$ cat config.mk
export PLATFORM = sky130hd
export DESIGN_NAME = seq_addsub
export DESIGN_NICKNAME = d
export VERILOG_FILES = /design/src/rtl/seq_addsub.sv
export SDC_FILE = /design/constraint.sdc
export NUM_CORES = 1
export LEC_CHECK = 0
export BUFFER_PORTS_ARGS = -buffer_cell sky130_fd_sc_hd__clkbuf_2
export CAP_MARGIN = 10
export CELL_PAD_IN_SITES_DETAIL_PLACEMENT = 1
export CELL_PAD_IN_SITES_GLOBAL_PLACEMENT = 1
export CORE_MARGIN = 2
export CORE_UTILIZATION = 44
export DETAILED_ROUTE_END_ITERATION = 8
export PLACE_DENSITY = 0.9
export SYNTH_ARGS = -nofsm -noshare
export SYNTH_HDL_FRONTEND = slang
export SYNTH_SLANG_ARGS = --single-unit
export TNS_END_PERCENT = 20
$ cat constraint.sdc
create_clock -name clk -period 5.7 [get_ports clk]
set_clock_uncertainty 0.2 [all_clocks]
set_input_delay 0.57 -clock clk [delete_from_list [all_inputs] [get_ports clk]]
set_output_delay 0.57 -clock clk [all_outputs]
set_load 0.01 [all_outputs]
$ cat src/rtl/seq_addsub.sv
// seq_addsub: multi-cycle adder/subtractor. A CHUNK-bit adder is reused
// over NCHUNK = WIDTH/CHUNK cycles, LSB chunk first, with the carry held in
// a register between chunks.
//
// Ports:
//   clk, rst            rising-edge clock, asynchronous active-high reset
//   in_valid/in_ready   operand handshake (a, b, cin, sub)
//   out_valid/out_ready result handshake (sum, cout, ovf)
//   sum                 a+b+cin or a-b-cin, modulo 2^WIDTH
//   cout                raw carry out of the MSB (subtract: 1 = no borrow)
//   ovf                 two's-complement signed overflow
//
// Handshake: a transfer happens on a rising edge where valid and ready are
// both 1. Valid, once raised, stays high with stable data until that edge.
// in_ready and out_valid are never 1 together.
module seq_addsub #(
    parameter int WIDTH = 16,
    parameter int CHUNK = 4
) (
    input  logic             clk,
    input  logic             rst,
    input  logic             in_valid,
    output logic             in_ready,
    input  logic [WIDTH-1:0] a,
    input  logic [WIDTH-1:0] b,
    input  logic             cin,
    input  logic             sub,
    output logic             out_valid,
    input  logic             out_ready,
    output logic [WIDTH-1:0] sum,
    output logic             cout,
    output logic             ovf
);

    localparam int NCHUNK = WIDTH / CHUNK;
    localparam int IDXW   = (NCHUNK > 1) ? $clog2(NCHUNK) : 1;

    generate
        if (CHUNK < 1 || (WIDTH % CHUNK) != 0) begin : g_bad_chunk
            $error("seq_addsub: WIDTH must be a multiple of CHUNK");
        end
    endgenerate

    typedef enum logic [1:0] {
        IDLE = 2'd0,
        RUN  = 2'd1,
        DONE = 2'd2
    } state_t;

    state_t            state_q, state_d;
    logic [WIDTH-1:0]  op_a_q, op_a_d;
    logic [WIDTH-1:0]  op_b_q, op_b_d;
    logic              carry_q, carry_d;
    logic [IDXW-1:0]   idx_q, idx_d;
    logic [WIDTH-1:0]  sum_q, sum_d;
    logic              cout_q, cout_d;
    logic              ovf_q, ovf_d;
    logic              rdy_q, rdy_d;

    logic [CHUNK-1:0]       chunk_a;
    logic [CHUNK-1:0]       chunk_b;
    logic [CHUNK:0]         chunk_res;
    logic                   msb_cin;
    logic [WIDTH+CHUNK-1:0] sum_shift;
    logic                   last_chunk;

    // Operands are shifted right each RUN cycle so the current chunk is
    // always in the low CHUNK bits; the result is shifted in from the top
    // so that after NCHUNK cycles chunk i sits at sum[i*CHUNK +: CHUNK].
    always_comb begin
        chunk_a    = op_a_q[CHUNK-1:0];
        chunk_b    = op_b_q[CHUNK-1:0];
        chunk_res  = {1'b0, chunk_a} + {1'b0, chunk_b} + {{CHUNK{1'b0}}, carry_q};
        // Carry into the top bit of this chunk, recovered from its sum bit.
        msb_cin    = chunk_res[CHUNK-1] ^ chunk_a[CHUNK-1] ^ chunk_b[CHUNK-1];
        sum_shift  = {chunk_res[CHUNK-1:0], sum_q};
        last_chunk = (idx_q == IDXW'(NCHUNK - 1));
    end

    always_comb begin
        state_d = state_q;
        op_a_d  = op_a_q;
        op_b_d  = op_b_q;
        carry_d = carry_q;
        idx_d   = idx_q;
        sum_d   = sum_q;
        cout_d  = cout_q;
        ovf_d   = ovf_q;

        case (state_q)
            IDLE: begin
                if (in_valid && rdy_q) begin
                    // Subtraction is a + ~b + ~cin.
                    op_a_d  = a;
                    op_b_d  = sub ? ~b : b;
                    carry_d = cin ^ sub;
                    idx_d   = '0;
                    state_d = RUN;
                end
            end
            RUN: begin
                op_a_d  = op_a_q >> CHUNK;
                op_b_d  = op_b_q >> CHUNK;
                carry_d = chunk_res[CHUNK];
                sum_d   = sum_shift[WIDTH+CHUNK-1:CHUNK];
                idx_d   = idx_q + IDXW'(1);
                if (last_chunk) begin
                    cout_d  = chunk_res[CHUNK];
                    ovf_d   = msb_cin ^ chunk_res[CHUNK];
                    state_d = DONE;
                end
            end
            DONE: begin
                if (out_ready) begin
                    state_d = IDLE;
                end
            end
            default: state_d = IDLE;
        endcase

        // Registered so in_ready is low throughout reset and rises on the
        // first edge after release.
        rdy_d = (state_d == IDLE);
    end

    always_ff @(posedge clk or posedge rst) begin
        if (rst) begin
            state_q <= IDLE;
            op_a_q  <= '0;
            op_b_q  <= '0;
            carry_q <= 1'b0;
            idx_q   <= '0;
            sum_q   <= '0;
            cout_q  <= 1'b0;
            ovf_q   <= 1'b0;
            rdy_q   <= 1'b0;
        end else begin
            state_q <= state_d;
            op_a_q  <= op_a_d;
            op_b_q  <= op_b_d;
            carry_q <= carry_d;
            idx_q   <= idx_d;
            sum_q   <= sum_d;
            cout_q  <= cout_d;
            ovf_q   <= ovf_d;
            rdy_q   <= rdy_d;
        end
    end

    assign in_ready  = rdy_q;
    assign out_valid = (state_q == DONE);
    assign sum       = sum_q;
    assign cout      = cout_q;
    assign ovf       = ovf_q;

endmodule

-- Word-level counts from Yosys, hierarchy flattened
Cells that the tools add are included.
Widths: inputs -> output; s select.
- word-level logic and storage cells: 40
- register bits after elaboration: 56
- input bits: 38
- output and inout bits: 20
- add/subtract/negate cells: 3
- eq/ne operators: 4
- reduce and logical (&&, ||, !) cells: 6
- bitwise gates (word level): 5
- muxes and demuxes: 13
- operators with widths (kind ; number):
    $pmux 16 s2 ; 2
    $mux 16 ; 3
    $not 16->16 ; 1
    $mux 2 ; 4
    $pmux 2 s3 ; 1
    $add 4x4->5 ; 1
    $add 5x1->5 ; 1
    $eq 2x2->1 const B ; 2
    $logic_not 2->1 ; 2
    $pmux 2 s2 ; 1
    $reduce_and 2->1 ; 2
    $xor 1x1->1 ; 4
    $add 2x1->2 const B ; 1
    $eq 2x1->1 const B ; 1
    $ne 2x2->1 const B ; 1
    $pmux 1 s2 ; 1
    $reduce_bool 2->1 ; 1
    $logic_and 1x1->1 ; 1
    $mux 1 ; 1

-- Logic depth before layout (Yosys ltp)
- depth after elaboration: 5
- gate-level depth with buffers: 8
- gate-level depth less buffers: 8

-- Worst setup path after synthesis
No wires, ideal clock.
- path kind: reg-to-reg
- start point: reg op_a_q[0]
- end point: reg ovf_q (netlist: ovf)
- buffers on the path: 0
- period minus slack after synthesis: 1.994 ns
- setup time: 0.122 ns
- setup slack: 3.706 ns
- stages on the path, launching flop included: 9
- data required time: 5.378 ns
- arrival: 1.672 ns
- path through: dfrtp_1 fa_1 inv_1 fa_1 nand2b_1 a21oi_1 xnor2_1 xnor2_1 o21ai_1
- longest elaborated chain between the ends: 5
- RTL lines (element ; RTL line ; source):
    start: declaration ; 51 ; logic [WIDTH-1:0] op_a_q, op_a_d;
    start signal: assignment ; 139 ; op_a_q <= op_a_d;
    $add 4x4->5 * ; 73 ; chunk_res = {1'b0, chunk_a} + {1'b0, chunk_b} + {{CHUNK{1'b0}}, carry_q};
    $add 5x1->5 * ; 73 ;
    $xor 1x1->1 (2 in a row) ; 75 ; msb_cin = chunk_res[CHUNK-1] ^ chunk_a[CHUNK-1] ^ chunk_b[CHUNK-1];
    $xor 1x1->1 * ; 109 ; ovf_d = msb_cin ^ chunk_res[CHUNK];
    end signal: assignment ; 145 ; ovf_q <= ovf_d;
    end: declaration ; 57 ; logic ovf_q, ovf_d;
Mark *: on every way between the ends. The rest lies on a longest branch, timed or not.
A chain may end at the register's enable or synchronous reset.

-- Final worst setup path
- start point: reg op_b_q[0]
- end point: reg ovf_q (netlist: ovf)
- longest elaborated chain between the ends: 5
- RTL lines (element ; RTL line ; source):
    start: declaration ; 52 ; logic [WIDTH-1:0] op_b_q, op_b_d;
    start signal: assignment ; 140 ; op_b_q <= op_b_d;
    $add 4x4->5 * ; 73 ;
    $add 5x1->5 * ; 73 ;
    $xor 1x1->1 (2 in a row) ; 75 ;
    $xor 1x1->1 * ; 109 ;
Marked as above.

==> impl_metrics.yaml <==
outcome:
  status: "finished clean"
global_route:
  antenna_found_initial: 0
  grt_pass1_vias: 2103
  grt_usage_pct: 19.8
  grt_max_degree: 57
  overflow: 0
  grt_pass1_wl_mm: 9.81
power:
  finalPower_w: 0.00183
  p_leak_nw: 1.47
  p_per_area_mw_per_mm2: 622
  peakVddDrop_uv: 238
sta:
  slew-limit-headroom_pct: 37.9
  fin_crit_ps: 2280
  worst_pin_slew_ps: 929
  tns_ps: 0
  maxClockFrequency_mhz: 439
  slew_viol_final: 0
  layout_setup_ws_ps: 3420
  setup_viol: 0
  hold_viol_final: 0
  rsz0062_at_grt: "no"
  finalCritPeriodShare_pct: 39.9
placed_design:
  gp_congestion: 0.834
  numPortBuffers: 57
  placed_cells: 376
  dp_slack_ps: 3450
  placed_area_mm2: 0.00285
  dpl.hpwl_mm: 4.10
clock_tree:
  cts-root-buf: "clkbuf_8"
  post_cts_resized: 0
  post_cts_buffers: 0
  cts_hold_buf: 0
  clock_path_buffers: 2
  cts_htree_levels: 2
  clkLatencyLatePin_ps: 300
  cts_tree: "done"
  clk_transition_reported_paths_ps: 90
  cts-buffers-inserted: 5
  clock-sinks: 56
worst_setup_path:
  path_max_fanout: 3
  worstPathRequired_ps: 5690
  setup.worst_path.start_class: "flip-flop"
  cp-end-kind: "flip-flop"
  crit_type: "reg2reg"
  path_cells: "fa_1 > inv_1 > fa_1 > nand2b_1 > a21oi_1 > xnor2_1 > xnor2_1 > o21ai_1"
  cpPeakStageDelay_ps: 400
  slowest_stage: "dfrtp_1"
  crit_family: "adder cells"
  cp_num_buf_inv: 1
  cp.arrival_ps: 2270
logic_synthesis:
  async_flop_share_pct: 100
  yosysTopAreaCell: "dfrtp_1"
  avgSynthCellArea_um2: 9.85
  syn-cell-area_mm2: 0.00254
  synth_seq_area_share_pct: 55.1
  synthCells: 258
  ys_seq_elements: 56
  synth.top_cell.area_share_pct: 55.1
  ys.flop_type: "dfrtp_1"
  synth_cell_types: 27
  ys_warn_count: 0
  synthTopCellsByArea: "dfrtp_1 55%, nand2_1 7.2%, nor2_1 7.2%"
  synth_most_common_cell: "dfrtp_1"
  synthTopCellsByCount: "56 x dfrtp_1, 49 x nand2_1, 49 x nor2_1, 25 x o22ai_1, 14 x xor2_1"
  synth-edff-count: 0
  synth_nets: 302
floorplanning:
  die_w_um: 80.0
  dieArea_mm2: 0.00640
  core_area_mm2: 0.00554
  rows: 27
  io_pins: 58
  die_h_um: 80.0
  initial_core_util_pct: 45.9
run:
  maxCapViolCount: 0
finish:
  final_nets: 355
  area_growth_pct: 15.9
  fin_cells: 384
  final_layout_size_suffix_gt1_share_pct: 23.4
  nFillCells: 688
  diodes: 0
  stdcell_area_mm2: 0.00295
  regArea_mm2: 0.00140
  multi_input_area_mm2: 0.00103
detailed_routing:
  vias: 1967
  dr.pass1.iters: 4
  drtIter0Drc: 73
  final_antenna_net_count: 0
  viasPerCell: 5.12
  drc_errors: 0
  routed_wl_mm: 5.70
  drt-wirelength-per-cell_um: 14.8
hold_path:
  hp-class: "in2async"
-- worst min-delay path, delay by kind of cell --
family                 cells  cell delay, ps
buffers and inverters      3             670
-- where the power goes --
group          leakage (nW)  internal [W]  switching (W)
clock network        0.0445     0.0000989       0.000121
logic                 0.748      0.000359       0.000531
registers             0.680      0.000593       0.000129
-- cell families after synthesis --
| family | count (synthesis) | synth area share [%] |
|---|---|---|
| adders and majority gates | 6 | 3.55 |
| AOI/OAI and AO/OA | 47 | 11.9 |
| muxes | 1 | 0.591 |
| DFF | 56 | 55.1 |
| and+or+nand+nor | 107 | 16.6 |
| buffers and inverters | 19 | 4.33 |
| xor gates and xnor gates | 22 | 7.88 |
-- state kept, by name, indices dropped and copies added, names as in the netlist --
signal / flops
carry_q: 1
cout: 1
idx_q: 2
in_ready: 1
op_a_q: 16
op_b_q: 16
ovf: 1
state_q: 2
sum: 16
-- final timing paths --
kind	slack, ps	cells after the start	to	from
setup / recovery	3420	8	ovf$_DFFE_PP0P_	op_b_q[0]$_DFFE_PP0P_
hold / removal	230	3	sum[2]$_DFFE_PP0P_	rst
setup reg to reg	3420	8	ovf$_DFFE_PP0P_	op_b_q[0]$_DFFE_PP0P_
hold reg to reg	280	2	sum[2]$_DFFE_PP0P_	sum[2]$_DFFE_PP0P_
max in group asynchronous	4600	3	sum[10]$_DFFE_PP0P_	rst
min in group clk	280	2	sum[2]$_DFFE_PP0P_	sum[2]$_DFFE_PP0P_
-- per-layer routing --
metal  GRT usage [%]  routed length, um  share of wire (%)
met5               0                  0                  0
met4            5.59                 63                1.1
met3            3.17                204                3.6
met2            35.1               2920                 51
met1            25.0               2510                 44
-- final cells by class --
type | instances | share of cell area (%)
clock buffers | 7 | 2.93
clock inverters | 1 | 0.255
inverters | 4 | 0.510
multi-input cells | 183 | 35.0
flip-flops and latches | 56 | 47.6
well taps | 72 | 3.06
repair buffers | 61 | 10.7
-- through the flow --
step	hold WS (ps)	utilization (%)
detailed placement	269	51.5
floorplan	248	-
global placement	256	51.5
global route	284	53.2
finish	229	53.2
CTS	262	53.2
-- placed cells by master (no fill, tap or decap), drive strengths merged, types with 2 or more instances in the layout --
cell type / instances
nand2: 50
nor2b: 2
o21ai: 5
inv: 4
a21oi: 7
a22o: 5
nand2b: 3
nor2: 49
xnor2: 7
o22ai: 25
buf: 4
dfrtp: 56
fa: 2
ha: 4
o31ai: 4
clkbuf: 64
xor2: 15
Power figures use the tool's default switching activity.
